===== config.mk =====
export PLATFORM = sky130hd
export DESIGN_NAME = bus_arbiter
export DESIGN_NICKNAME = d
export VERILOG_FILES = /design/src/rtl/bus_pkg.sv /design/src/rtl/rr_pick.sv /design/src/rtl/bus_arbiter.sv
export SDC_FILE = /design/constraint.sdc
export NUM_CORES = 1
export LEC_CHECK = 0
export ABC_AREA = 0
export CAP_MARGIN = 0
export CELL_PAD_IN_SITES_DETAIL_PLACEMENT = 1
export CELL_PAD_IN_SITES_GLOBAL_PLACEMENT = 2
export CORE_ASPECT_RATIO = 2
export CORE_MARGIN = 1.5
export CORE_UTILIZATION = 23
export DETAILED_ROUTE_END_ITERATION = 10
export PLACE_DENSITY_LB_ADDON = 0.1
export SLEW_MARGIN = 20
export SYNTH_ARGS = -nofsm -noshare
export SYNTH_HDL_FRONTEND = slang
export SYNTH_SLANG_ARGS = --single-unit

===== constraint.sdc =====
create_clock -name clock -period 3.35 [get_ports clock]
set_input_delay 0.8375 -clock clock [delete_from_list [all_inputs] [get_ports clock]]
set_output_delay 0.8375 -clock clock [all_outputs]
set_load 0.02 [all_outputs]

===== src/rtl/bus_pkg.sv =====
// Shared encodings for the peripheral bus arbiter: FSM states, select bit
// positions and the default 4 KiB region map.
package bus_pkg;

    typedef enum logic [1:0] {
        ST_IDLE   = 2'd0,
        ST_ACCESS = 2'd1,
        ST_DONE   = 2'd2
    } state_t;

    localparam int SEL_VGA = 0;
    localparam int SEL_KBD = 1;
    localparam int SEL_SEG = 2;
    localparam int SEL_W   = 3;

    localparam int REGION_SHIFT = 12;

    localparam logic [63:0] DEF_VGA_BASE = 64'h1;
    localparam logic [63:0] DEF_KBD_BASE = 64'h2;
    localparam logic [63:0] DEF_SEG_BASE = 64'h3;

    function automatic int idx_width(input int n);
        return (n > 1) ? $clog2(n) : 1;
    endfunction

endpackage


===== src/rtl/rr_pick.sv =====
// Combinational round-robin pick: first requester at or after ptr, wrapping.
module rr_pick
    import bus_pkg::*;
#(
    parameter int NM = 2,
    parameter int IW = idx_width(NM)
) (
    input  logic [NM-1:0] req,
    input  logic [IW-1:0] ptr,
    output logic [NM-1:0] grant,
    output logic [IW-1:0] idx,
    output logic          valid
);

    // Scan a doubled index range so the wrap needs no modulo on ptr itself.
    always_comb begin
        grant = '0;
        idx   = '0;
        valid = 1'b0;
        for (int k = 0; k < 2 * NM; k++) begin
            if (!valid && (k >= int'(ptr)) && (k < int'(ptr) + NM) && req[k % NM]) begin
                valid           = 1'b1;
                grant[k % NM]   = 1'b1;
                idx             = IW'(k % NM);
            end
        end
    end

endmodule


===== src/rtl/bus_arbiter.sv =====
// Round-robin owner of the peripheral bus: one transaction at a time, with
// address decode to a one-hot peripheral select, wait states and a hang timeout.
//
// state     | meaning
// ST_IDLE   | no owner; sample m_req and latch the winner's request
// ST_ACCESS | strobe on the bus until bus_wait drops or the wait budget runs out
// ST_DONE   | one-cycle completion pulse to the owner, advance ptr
module bus_arbiter
    import bus_pkg::*;
#(
    parameter int          NM       = 2,
    parameter int          AW       = 64,
    parameter int          DW       = 64,
    parameter int          TIMEOUT  = 16,
    parameter logic [63:0] VGA_BASE = DEF_VGA_BASE,
    parameter logic [63:0] KBD_BASE = DEF_KBD_BASE,
    parameter logic [63:0] SEG_BASE = DEF_SEG_BASE
) (
    input  logic             clock,
    input  logic             reset,
    input  logic [NM-1:0]    m_req,
    input  logic [NM-1:0]    m_write,
    input  logic [NM*AW-1:0] m_addr,
    input  logic [NM*DW-1:0] m_wdata,
    output logic [NM-1:0]    m_grant,
    output logic [NM-1:0]    m_done,
    output logic [NM-1:0]    m_err,
    output logic [DW-1:0]    m_rdata,
    output logic [AW-1:0]    bus_addr,
    output logic [DW-1:0]    bus_wdata,
    input  logic [DW-1:0]    bus_rdata,
    output logic             bus_read,
    output logic             bus_write,
    input  logic             bus_wait,
    output logic [SEL_W-1:0] bus_sel
);

    localparam int IW = idx_width(NM);
    localparam int WW = $clog2(TIMEOUT + 1);
    localparam int RW = AW - REGION_SHIFT;

    state_t          state;
    logic [IW-1:0]   ptr;
    logic [IW-1:0]   lat_idx;
    logic [WW-1:0]   wcnt;

    logic [NM-1:0]    pick_grant;
    logic [IW-1:0]    pick_idx;
    logic             pick_valid;
    logic [AW-1:0]    pick_addr;
    logic [DW-1:0]    pick_wdata;
    logic             pick_write;
    logic [SEL_W-1:0] pick_sel;
    logic             wait_expire;

    rr_pick #(.NM(NM), .IW(IW)) u_pick (
        .req   (m_req),
        .ptr   (ptr),
        .grant (pick_grant),
        .idx   (pick_idx),
        .valid (pick_valid)
    );

    assign pick_addr  = m_addr[int'(pick_idx) * AW +: AW];
    assign pick_wdata = m_wdata[int'(pick_idx) * DW +: DW];
    assign pick_write = m_write[pick_idx];

    always_comb begin
        pick_sel = '0;
        pick_sel[SEL_VGA] = (pick_addr[AW-1:REGION_SHIFT] == VGA_BASE[RW-1:0]);
        pick_sel[SEL_KBD] = (pick_addr[AW-1:REGION_SHIFT] == KBD_BASE[RW-1:0]);
        pick_sel[SEL_SEG] = (pick_addr[AW-1:REGION_SHIFT] == SEG_BASE[RW-1:0]);
    end

    // The edge that would bring wcnt up to TIMEOUT ends the access.
    assign wait_expire = bus_wait && (wcnt >= WW'(TIMEOUT - 1));

    // The bus_* output registers double as the latched request while in ST_ACCESS.
    always_ff @(posedge clock or negedge reset) begin
        if (!reset) begin
            state     <= ST_IDLE;
            ptr       <= '0;
            lat_idx   <= '0;
            wcnt      <= '0;
            m_grant   <= '0;
            m_done    <= '0;
            m_err     <= '0;
            m_rdata   <= '0;
            bus_addr  <= '0;
            bus_wdata <= '0;
            bus_read  <= 1'b0;
            bus_write <= 1'b0;
            bus_sel   <= '0;
        end else begin
            case (state)
                ST_IDLE: begin
                    if (pick_valid) begin
                        lat_idx <= pick_idx;
                        m_grant <= pick_grant;
                        if (pick_sel != '0) begin
                            state     <= ST_ACCESS;
                            bus_addr  <= pick_addr;
                            bus_wdata <= pick_wdata;
                            bus_sel   <= pick_sel;
                            bus_read  <= !pick_write;
                            bus_write <= pick_write;
                        end else begin
                            state   <= ST_DONE;
                            m_done  <= pick_grant;
                            m_err   <= pick_grant;
                            m_rdata <= '0;
                        end
                    end
                end
                ST_ACCESS: begin
                    if (!bus_wait || wait_expire) begin
                        state     <= ST_DONE;
                        m_done    <= m_grant;
                        m_err     <= wait_expire ? m_grant : '0;
                        m_rdata   <= (wait_expire || bus_write) ? '0 : bus_rdata;
                        bus_addr  <= '0;
                        bus_wdata <= '0;
                        bus_sel   <= '0;
                        bus_read  <= 1'b0;
                        bus_write <= 1'b0;
                        if (wait_expire) wcnt <= WW'(TIMEOUT);
                    end else begin
                        wcnt <= wcnt + WW'(1);
                    end
                end
                ST_DONE: begin
                    state   <= ST_IDLE;
                    m_done  <= '0;
                    m_err   <= '0;
                    m_rdata <= '0;
                    m_grant <= '0;
                    wcnt    <= '0;
                    ptr     <= (int'(lat_idx) == NM - 1) ? '0 : lat_idx + IW'(1);
                end
                default: state <= ST_IDLE;
            endcase
        end
    end

endmodule

==> run_results.csv <==
group,metric,value,unit
setup_path,path_class,"input pin to flip-flop",
logic_synthesis,avgSynthCellArea,11.8,um^2
routing,dr.pass1.iters,4,
floorplanning,fp.dieW,146,um
sta,post-route-min-period,2.96,ns
clock_tree,cts_inserted_buffers,22,
logic_synthesis,synthDistinctLibCells,43,
placement,gp_congestion,0.779,
setup_path,cp_max_fo,79,
global_route,met1_usage,19.0,%
logic_synthesis,synth_warnings,0,
sta,post-route-period-util,88.5,%
setup_path,slowest_stage,"or4_1",
finish,fillers,4390,
setup_path,crit_chain,"clkdlybuf4s50_1, or4_1, a211o_1, o22ai_2, o2111ai_2, or3_2, buf_12, o2bb2ai_1",
clock_tree,clkTransAtPathRegs,0.07,ns
sta,fin_hold_ws,0.357,ns
routing,drc,0,
floorplanning,dieHeight,289,um
floorplanning,initial_core_util,23.3,%
global_route,grt_pass1_wl,58.8,mm
setup_path,end_kind,"flip-flop",
global_route,grt_pass1_vias,9415,
sta,worstMarginPinSlew,0.749,ns
power_and_ir_drop,p_int,4.80,mW
power_and_ir_drop,power_frac_comb,19.0,%
setup_path,worstPathRequired,3.79,ns
sta,rsz0062_at_grt,"false",
power_and_ir_drop,p_sw_share,25.2,%
floorplanning,dieArea,0.0422,mm^2
routing,vias_per_cell,4.40,
flow_run,drv_cap,0,
power_and_ir_drop,max-vdd-ir-drop,0.000370,V
global_route,grt_max_degree,86,
logic_synthesis,async_reset_ff_share,100,%
logic_synthesis,synthCells,796,
logic_synthesis,synth_top_area_share,56.3,%
sta,fmax,0.337,GHz
finish,drive_above_1_share,7.52,%
power_and_ir_drop,power_switching,1.62,mW
setup_path,critPathMaxStageDelay,0.54,ns
routing,ant_nets,0,
finish,syn2layout_area_growth,73.9,%
power_and_ir_drop,p_total,6.41,mW
logic_synthesis,synth_edf_count,0,
sta,slew_viol_final,0,
finish,final_cells,1888,
placement,port_buffers,529,
clock_tree,h-tree-depth,1,
setup_path,cpLargestDelayFamily,"simple AND/OR/NAND/NOR gates",
floorplanning,row_count,104,
logic_synthesis,synthTopCellsByArea,"dfrtp_1, mux2i_1, o2bb2ai_1",
setup_path,cp.arrival,3.40,ns
clock_tree,cts_hold_buf,0,
global_route,top_usage_layer,"met2",
clock_tree,cts.sinks,212,
logic_synthesis,syn-num-nets,1129,
logic_synthesis,synth-seq-cells,212,
clock_tree,post_cts_buffers,0,
clock_tree,cts_resized,0,
routing,wire_per_inst,20.8,um
clock_tree,cts_tree,"yes",
power_and_ir_drop,power_density,392,mW/mm^2
routing,routed_wl,39.2,mm
routing,vias,8312,
global_route,antenna_found_initial,3,
placement,dp_hpwl,30.2,mm
placement,dp.cells,1846,
sta,setup_ws,0.386,ns
worst_hold_path,hold_path_class,"input pin to asynchronous set/reset pin",
global_route,use_met3,6.06,%
sta,fin_worst_skew,0.0160,ns
sta,slew-limit-headroom,50.1,%
clock_tree,clk_latency,0.52,ns
status,status,"finished, final reports clean",
power_and_ir_drop,leakage,6.92,nW
placement,dpl_cell_area,0.0156,mm^2
clock_tree,clockBufferDepth,3,
floorplanning,io_pins,530,
logic_synthesis,ys_seq_area_share,56.3,%
sta,hold_viol_final,0,
global_route,grt.total_usage,18.1,%
finish,layout.nets,1673,
global_route,grtUsageMet2,33.6,%
floorplanning,coreArea,0.0403,mm^2
finish,final_area,0.0164,mm^2
finish,utilization,40.6,%
global_route,grt_overflow_total,0,
placement,dp_slack,-0.161,ns
setup_path,crit_buf_inv,2,
sta,fin_setup_tns,0,ns
routing,drt_iter0_markers,175,
logic_synthesis,yosys.area.top_type,"dfrtp_1",
logic_synthesis,synth_top_flop_cell,"dfrtp_1",
sta,setup_viol,0,
power_and_ir_drop,p_clk_share,39.7,%
power_and_ir_drop,seq_power_share,41.2,%
logic_synthesis,syn-cell-area,0.00942,mm^2
setup_path,cp-start-kind,"input pin",
clock_tree,root_buffer,"clkbuf_16",
[power groups by stage]
| stage | logic [mW] | clock network [mW] | registers [mW] |
|---|---|---|---|
| floorplan | 0.488 | 0 | 2.72 |
| global placement | 1.23 | 0 | 2.69 |
| detailed placement | 1.25 | 0 | 2.69 |
| CTS | 1.25 | 2.66 | 2.65 |
| global route | 1.32 | 2.75 | 2.65 |
| finish | 1.22 | 2.55 | 2.65 |
[logic make-up after synthesis]
kind of cell / Yosys count / synth area share, %
mux: 153 / 16.4
flops: 212 / 56.3
fa+ha+maj: 6 / 0.797
simple gates: 189 / 10.4
buf+inv: 124 / 5.47
compound gates: 112 / 10.7
[worst paths after layout]
path	startpoint	endpoint	slack (ns)	cells after the start
min in group clock	lat_idx$_DFFE_PN0P_	ptr$_DFFE_PN0P_	0.46	1
worst max register to register	wcnt[0]$_DFFE_PN0P_	m_rdata[24]$_DFFE_PN0P_	0.68	9
worst max-delay path	m_addr[40]	bus_wdata[43]$_DFFE_PN0P_	0.39	8
worst min register to register	lat_idx$_DFFE_PN0P_	ptr$_DFFE_PN0P_	0.46	1
max in group asynchronous	reset	bus_wdata[61]$_DFFE_PN0P_	2.22	2
worst min-delay path	reset	bus_wdata[62]$_DFFE_PN0P_	0.36	1
[worst reg2reg max path, stage by stage, from the launching register on]
cell and delay [ns]:
dfrtp_1 0.42, ha_1 0.25, and3_1 0.19, ha_1 0.20, a211o_1 0.32, nand2_1 0.18, and3b_2 0.58, buf_12 0.25
nand2_1 0.08, mux2i_1 0.14
[final cells by class]
type / instances / area, um^2 / area share, %
Timing Repair Buffer: 571 / 5780 / 35.3
Sequential cell: 212 / 5310 / 32.4
Multi-Input combinational cell: 460 / 3610 / 22.1
Tap cell: 530 / 663 / 4.05
Clock buffer: 34 / 657 / 4.01
Inverter: 73 / 274 / 1.67
Clock inverter: 6 / 80.1 / 0.489
Antenna cell: 2 / 5.00 / 0.0306
[sequential cells by signal, summed over array words and instances (netlist names), 2 cells and up]
register,cells
bus_addr,64
bus_sel,3
bus_wdata,64
m_done,2
m_err,2
m_grant,2
m_rdata,64
state,2
wcnt,5
[synthesized netlist by cell type (6+ instances only)]
cell / count
a22o_1: 7
dfrtp_1: 212
nor4_1: 22
inv_1: 73
mux2i_1: 146
nand2_1: 79
o21ai_0: 7
buf_2: 19
mux2_2: 7
ha_1: 6
o2bb2ai_1: 69
and2_1: 52
nor2_1: 11
o2bb2ai_2: 10
clkbuf_1: 25
[layer usage]
| layer | wire length [um] | part of all wire [%] |
|---|---|---|
| met3 | 3370 | 8.6 |
| met4 | 1110 | 2.8 |
| met5 | 11 | 0.028 |
| met2 | 20700 | 53 |
| met1 | 14000 | 36 |
[cells in the final DEF (no fill, tap or decap), drive strengths merged, types with 2 or more instances in the layout]
cell type / count
a32o: 2
nor2: 11
o2111ai: 2
diode: 2
nand4: 5
o22ai: 2
nand2b: 2
nand2: 79
bufinv: 2
clkbuf: 34
nor4: 24
a22o: 7
ha: 6
o21ai: 7
and3: 2
clkinv: 4
or4: 4
inv: 73
mux2i: 146
o2bb2ai: 79
and2: 52
nand3: 3
mux2: 7
a211o: 3
buf: 43
clkdlybuf4s50: 528
dfrtp: 212
a21oi: 5
(Power assumes the default switching activity.)
==> RTL change 1: new RTL, same settings <==
`DW`: 64 -> 32.
--- a/src/rtl/bus_arbiter.sv
+++ b/src/rtl/bus_arbiter.sv
@@ -10,7 +10,7 @@
 #(
     parameter int          NM       = 2,
     parameter int          AW       = 64,
-    parameter int          DW       = 64,
+    parameter int          DW       = 32,
     parameter int          TIMEOUT  = 16,
     parameter logic [63:0] VGA_BASE = DEF_VGA_BASE,
     parameter logic [63:0] KBD_BASE = DEF_KBD_BASE,
Interface: changed (resized bus_rdata, bus_wdata, m_rdata and m_wdata); port bits go from 530 to 370. No check against the original RTL was run, so the function may have changed too.
==> RTL change 1 against the original RTL <==
Wire length is 36% lower. Setup slack worse by 0.061 ns. Synthesized cell count is 25% lower. Critical path depth is 1 higher. Cell area is 29% lower. Area after synthesis is 29% lower. Sequential cell count is 64 lower. Power is 26% lower. Register-to-register slack better by 0.22 ns.
==> RTL change 1: results (changes against the original RTL) <==
status: "complete, no violations"
yosysSeqAreaShare: 0.5543  # -0.009073
track_usage: 0.1726  # -0.008546
place_inst: 1326  # -28%
syn_inst: 600  # -25%
cts_made_buffers: 17  # -23%
wl_met2_mm: 13.39  # -35%
grtUsageMet3: 0.05434  # -0.006292
placed_cell_area_um2: 10970  # -30%
worstPathArrival_ns: 3.39  # about the same
met3WireLength_mm: 1.671  # -50%
portBuffers: 369  # -30%
timing.hold.ws_ns: 0.3162  # -0.04059 ns
synth.area.mux_share: 0.1348  # -0.02873
drive_above_1_share: 0.08317  # +0.007945
combPwrFrac: 0.187  # -0.003
switchingPower_uw: 1246  # -23%
swShare: 0.2624  # +0.01023
gp_congestion: 0.8429  # +8.3%
grt_pass1_wl_mm: 38.21  # -35%
dr.first_iter.drc_count: 113  # -35%
synth_compound_area_frac: 0.09195  # -0.01462
wl_mm: 24.93  # -36%
grt_start_max_net_pins: 71  # -17%
grt_pass1_vias: 6522  # -31%
clkLatencyLatePin_ns: 0.44  # -0.08 ns
synthesis.nets: 837  # -26%
cp-endpoint: "m_rdata[20]"
htree_levels: 4  # +3
crit_path_start: "m_addr[32]"
clockBufferDepth: 2  # -1
nets: 1222  # -27%
synthAdderAreaFrac: 0.01124  # +0.003264
wl_met1_mm: 9.272  # -34%
post_drt_wl_per_cell_um: 18.33  # -12%
synthTopCellsByArea: "dfrtp_1, mux2i_1, inv_1"
use_met2: 0.3080  # -0.02806
power_leakage_uw: 0.004969  # -28%
synth_common_cells: "dfrtp_1, inv_1, mux2i_1, nand2_1, nor2b_1"
slew_headroom: 0.6063  # +0.1054
rr_endpoint: "m_rdata[20]"
hpwl_mm: 19.73  # -35%
synthDistinctLibCells: 41  # -4.7%
r2r_slack_ns: 0.90  # +0.22 ns
crit_fanout: 20  # -75%
[RTL change 1: cell types whose count changed after synthesis, sizes merged, moves of 15 or more]
cell     unedited run  this run
o2bb2ai            79         1
mux2i             146        81
dfrtp             212       148
and2               52         0
nor2b               0        50
o22ai               2        50
nand2              79        50
inv                73        89
clkbuf             25        10
[RTL change 1: worst max-delay path: stages]
cell	delay [ns]
clkdlybuf4s50_1	0.49
nor4_1	0.57
nand4_1	0.17
nor3_1	0.20
o22ai_2	0.18
buf_4	0.19
o21ai_4	0.29
buf_12	0.23
mux2i_1	0.21
[RTL change 1: worst min-delay path by stage]
stage | end | cells after the start
after floorplan | ptr | 1
after global placement | ptr | 1
after detailed placement | ptr | 1
after CTS | m_done[0] | 1
after global routing | m_done[0] | 1
final | m_done[0] | 1
[RTL change 1: area by class of cell]
class                      instances  area, um2
clock buffer                      18      429.2
fill                            3160      17150
antenna                            2      5.005
clock inverter                    14      175.2
timing repair buffer             397       4018
tap                              360      450.4
multi-input combinational        332       2469
sequential                       148       3704
inverter                          89      334.1
==> RTL change 2: new RTL, config.mk and constraints unchanged <==
Made on the original files. Encoding of `state_t`: now one-hot (3 bits for 3 states).
--- a/src/rtl/bus_pkg.sv
+++ b/src/rtl/bus_pkg.sv
@@ -2,10 +2,10 @@
 // positions and the default 4 KiB region map.
 package bus_pkg;
 
-    typedef enum logic [1:0] {
-        ST_IDLE   = 2'd0,
-        ST_ACCESS = 2'd1,
-        ST_DONE   = 2'd2
+    typedef enum logic [2:0] {
+        ST_IDLE   = 3'b001,
+        ST_ACCESS = 3'b010,
+        ST_DONE   = 3'b100
     } state_t;
 
     localparam int SEL_VGA = 0;
Check against the original RTL: same outputs for any inputs over 4 cycles, from zero or initial values and one cycle with reset low; so few cycles prove little.
==> RTL change 2 against the original RTL <==
Critical path depth up 1. First-iteration DRC count up 19%. Synthesized cell count up 21%. Cell area up 0.42%. Sequential cell count up 1. Count of clock-buffer cells in the layout down 4. Highest routed layer unchanged. Wire length up 8.0%. Area after synthesis up 1.0%. Setup slack worse by 0.18 ns.
Power is not compared: it rests on default switching activity, and its combinational part moved more than twofold at a synthesized area within 25%.
==> RTL change 2: results (changes against the original RTL) <==
clock_cell_area_share: 0.04185  # -0.003156
via_count: 9234  # +11%
track_usage: 0.1947  # +0.01361
nNonClkInverters: 5  # -93%
rr_endpoint: "bus_wdata[62]"
clock_buffers: 30  # -12%
crit_path_start: "m_addr[33]"
antenna_found_initial: 5  # +2
cts.sinks: 213  # +0.47%
fin_worst_skew_ns: 0.006982  # -0.008980 ns
grt_pass1_vias: 9992  # +6.1%
drive_above_1_share: 0.1060  # +0.03074
max_stage_delay_ns: 0.45  # -0.09 ns
cp-endpoint: "bus_wdata[52]"
viasPerCell: 4.509  # +2.4%
synth_common_cells: "nand2_1, dfrtp_1, a21oi_1, mux2_2, o22ai_1"
ir_worst_vdd_mv: 0.3690
seq_area_um2: 5331  # +0.50%
fillCellCount: 4591  # +4.6%
status: "complete, no violations"
grt_start_max_net_pins: 129  # +50%
r2r_slack_ns: 0.62  # -0.06 ns
crit_family: "compound AO/OA/AOI/OAI gates"
wl_mm: 42.32  # +8.0%
hpwl_mm: 32.48  # +7.6%
nets: 1827  # +9.2%
multi_input_area_share: 0.2375  # +0.01688
worst_pin_slew_ns: 0.7230  # -0.02572 ns
dr.first_iter.drc_count: 208  # +19%
gp_congestion: 0.7704  # -1.0%
slowest_stage: "clkdlybuf4s50_1"
synthDistinctLibCells: 41  # -4.7%
synthTopCellsByArea: "dfrtp_1, nand2_1, mux2_2"
crit_fanout: 18  # -77%
n_antenna_cell: 3  # +1
syn_inst: 967  # +21%
r2r-start: "wcnt[0]"
n_all_buffers: 577  # +1.1%
yosysSeqAreaShare: 0.5604  # -0.002944
place_inst: 2009  # +8.8%
grt_pass1_wl_mm: 63.35  # +7.7%
synthesis.nets: 1296  # +15%
nonClkBufAreaFrac: 0.3541  # +0.001263
nMultiInputCombCells: 679  # +48%
RTL change 2: cell count changes after synthesis, moves of 7 or more:
cell	delta
nor2b_1	+51
mux2i_1	-140
a21oi_1	+81
and2_1	-49
a22o_1	-7
mux2_2	+58
inv_1	-68
clkbuf_1	+20
o22ai_1	+63
o2bb2ai_2	-10
o2bb2ai_1	-69
mux2_1	+18
nand2_1	+218
RTL change 2: kinds of logic after synthesis:
| kind of cell | synth area share |
|---|---|
| AOI/OAI and AO/OA | 0.1072 |
| adders and majority gates | 0.002630 |
| buffers and inverters | 0.03407 |
| DFF | 0.5604 |
| muxes | 0.1046 |
| and+or+nand+nor | 0.1911 |
RTL change 2: power by group through the flow:
| stage | combinational, uW | clock [uW] | sequential (uW) |
|---|---|---|---|
| 2_1_floorplan | 1580 | 0 | 4100 |
| 3_3_place_gp | 4540 | 0 | 3540 |
| 3_5_place_dp | 4600 | 0 | 3560 |
| 4_1_cts | 4610 | 2540 | 3520 |
| 5_1_grt | 4830 | 2630 | 3580 |
| 6_report | 4500 | 2420 | 3500 |
RTL change 2: stage by stage:
| stage | instance area (um2) | hold WS (ns) | worst slack [ns] |
|---|---|---|---|
| after detailed placement | 15750 | 0.4717 | -0.4288 |
| final | 16440 | 0.3288 | 0.2054 |
| after global placement | 15750 | 0.4492 | -0.3764 |
| after CTS | 16440 | 0.3651 | 0.1294 |
| after global routing | 16440 | 0.3852 | 0.06407 |
| after floorplan | 9513 | 0.4395 | 0.4990 |
RTL change 2: metal layers:
metal,share of wire,GRT usage
met1,0.33,0.1920
met2,0.55,0.3764
met3,0.097,0.06719
met4,0.019,0.05371
met5,0.00031,0
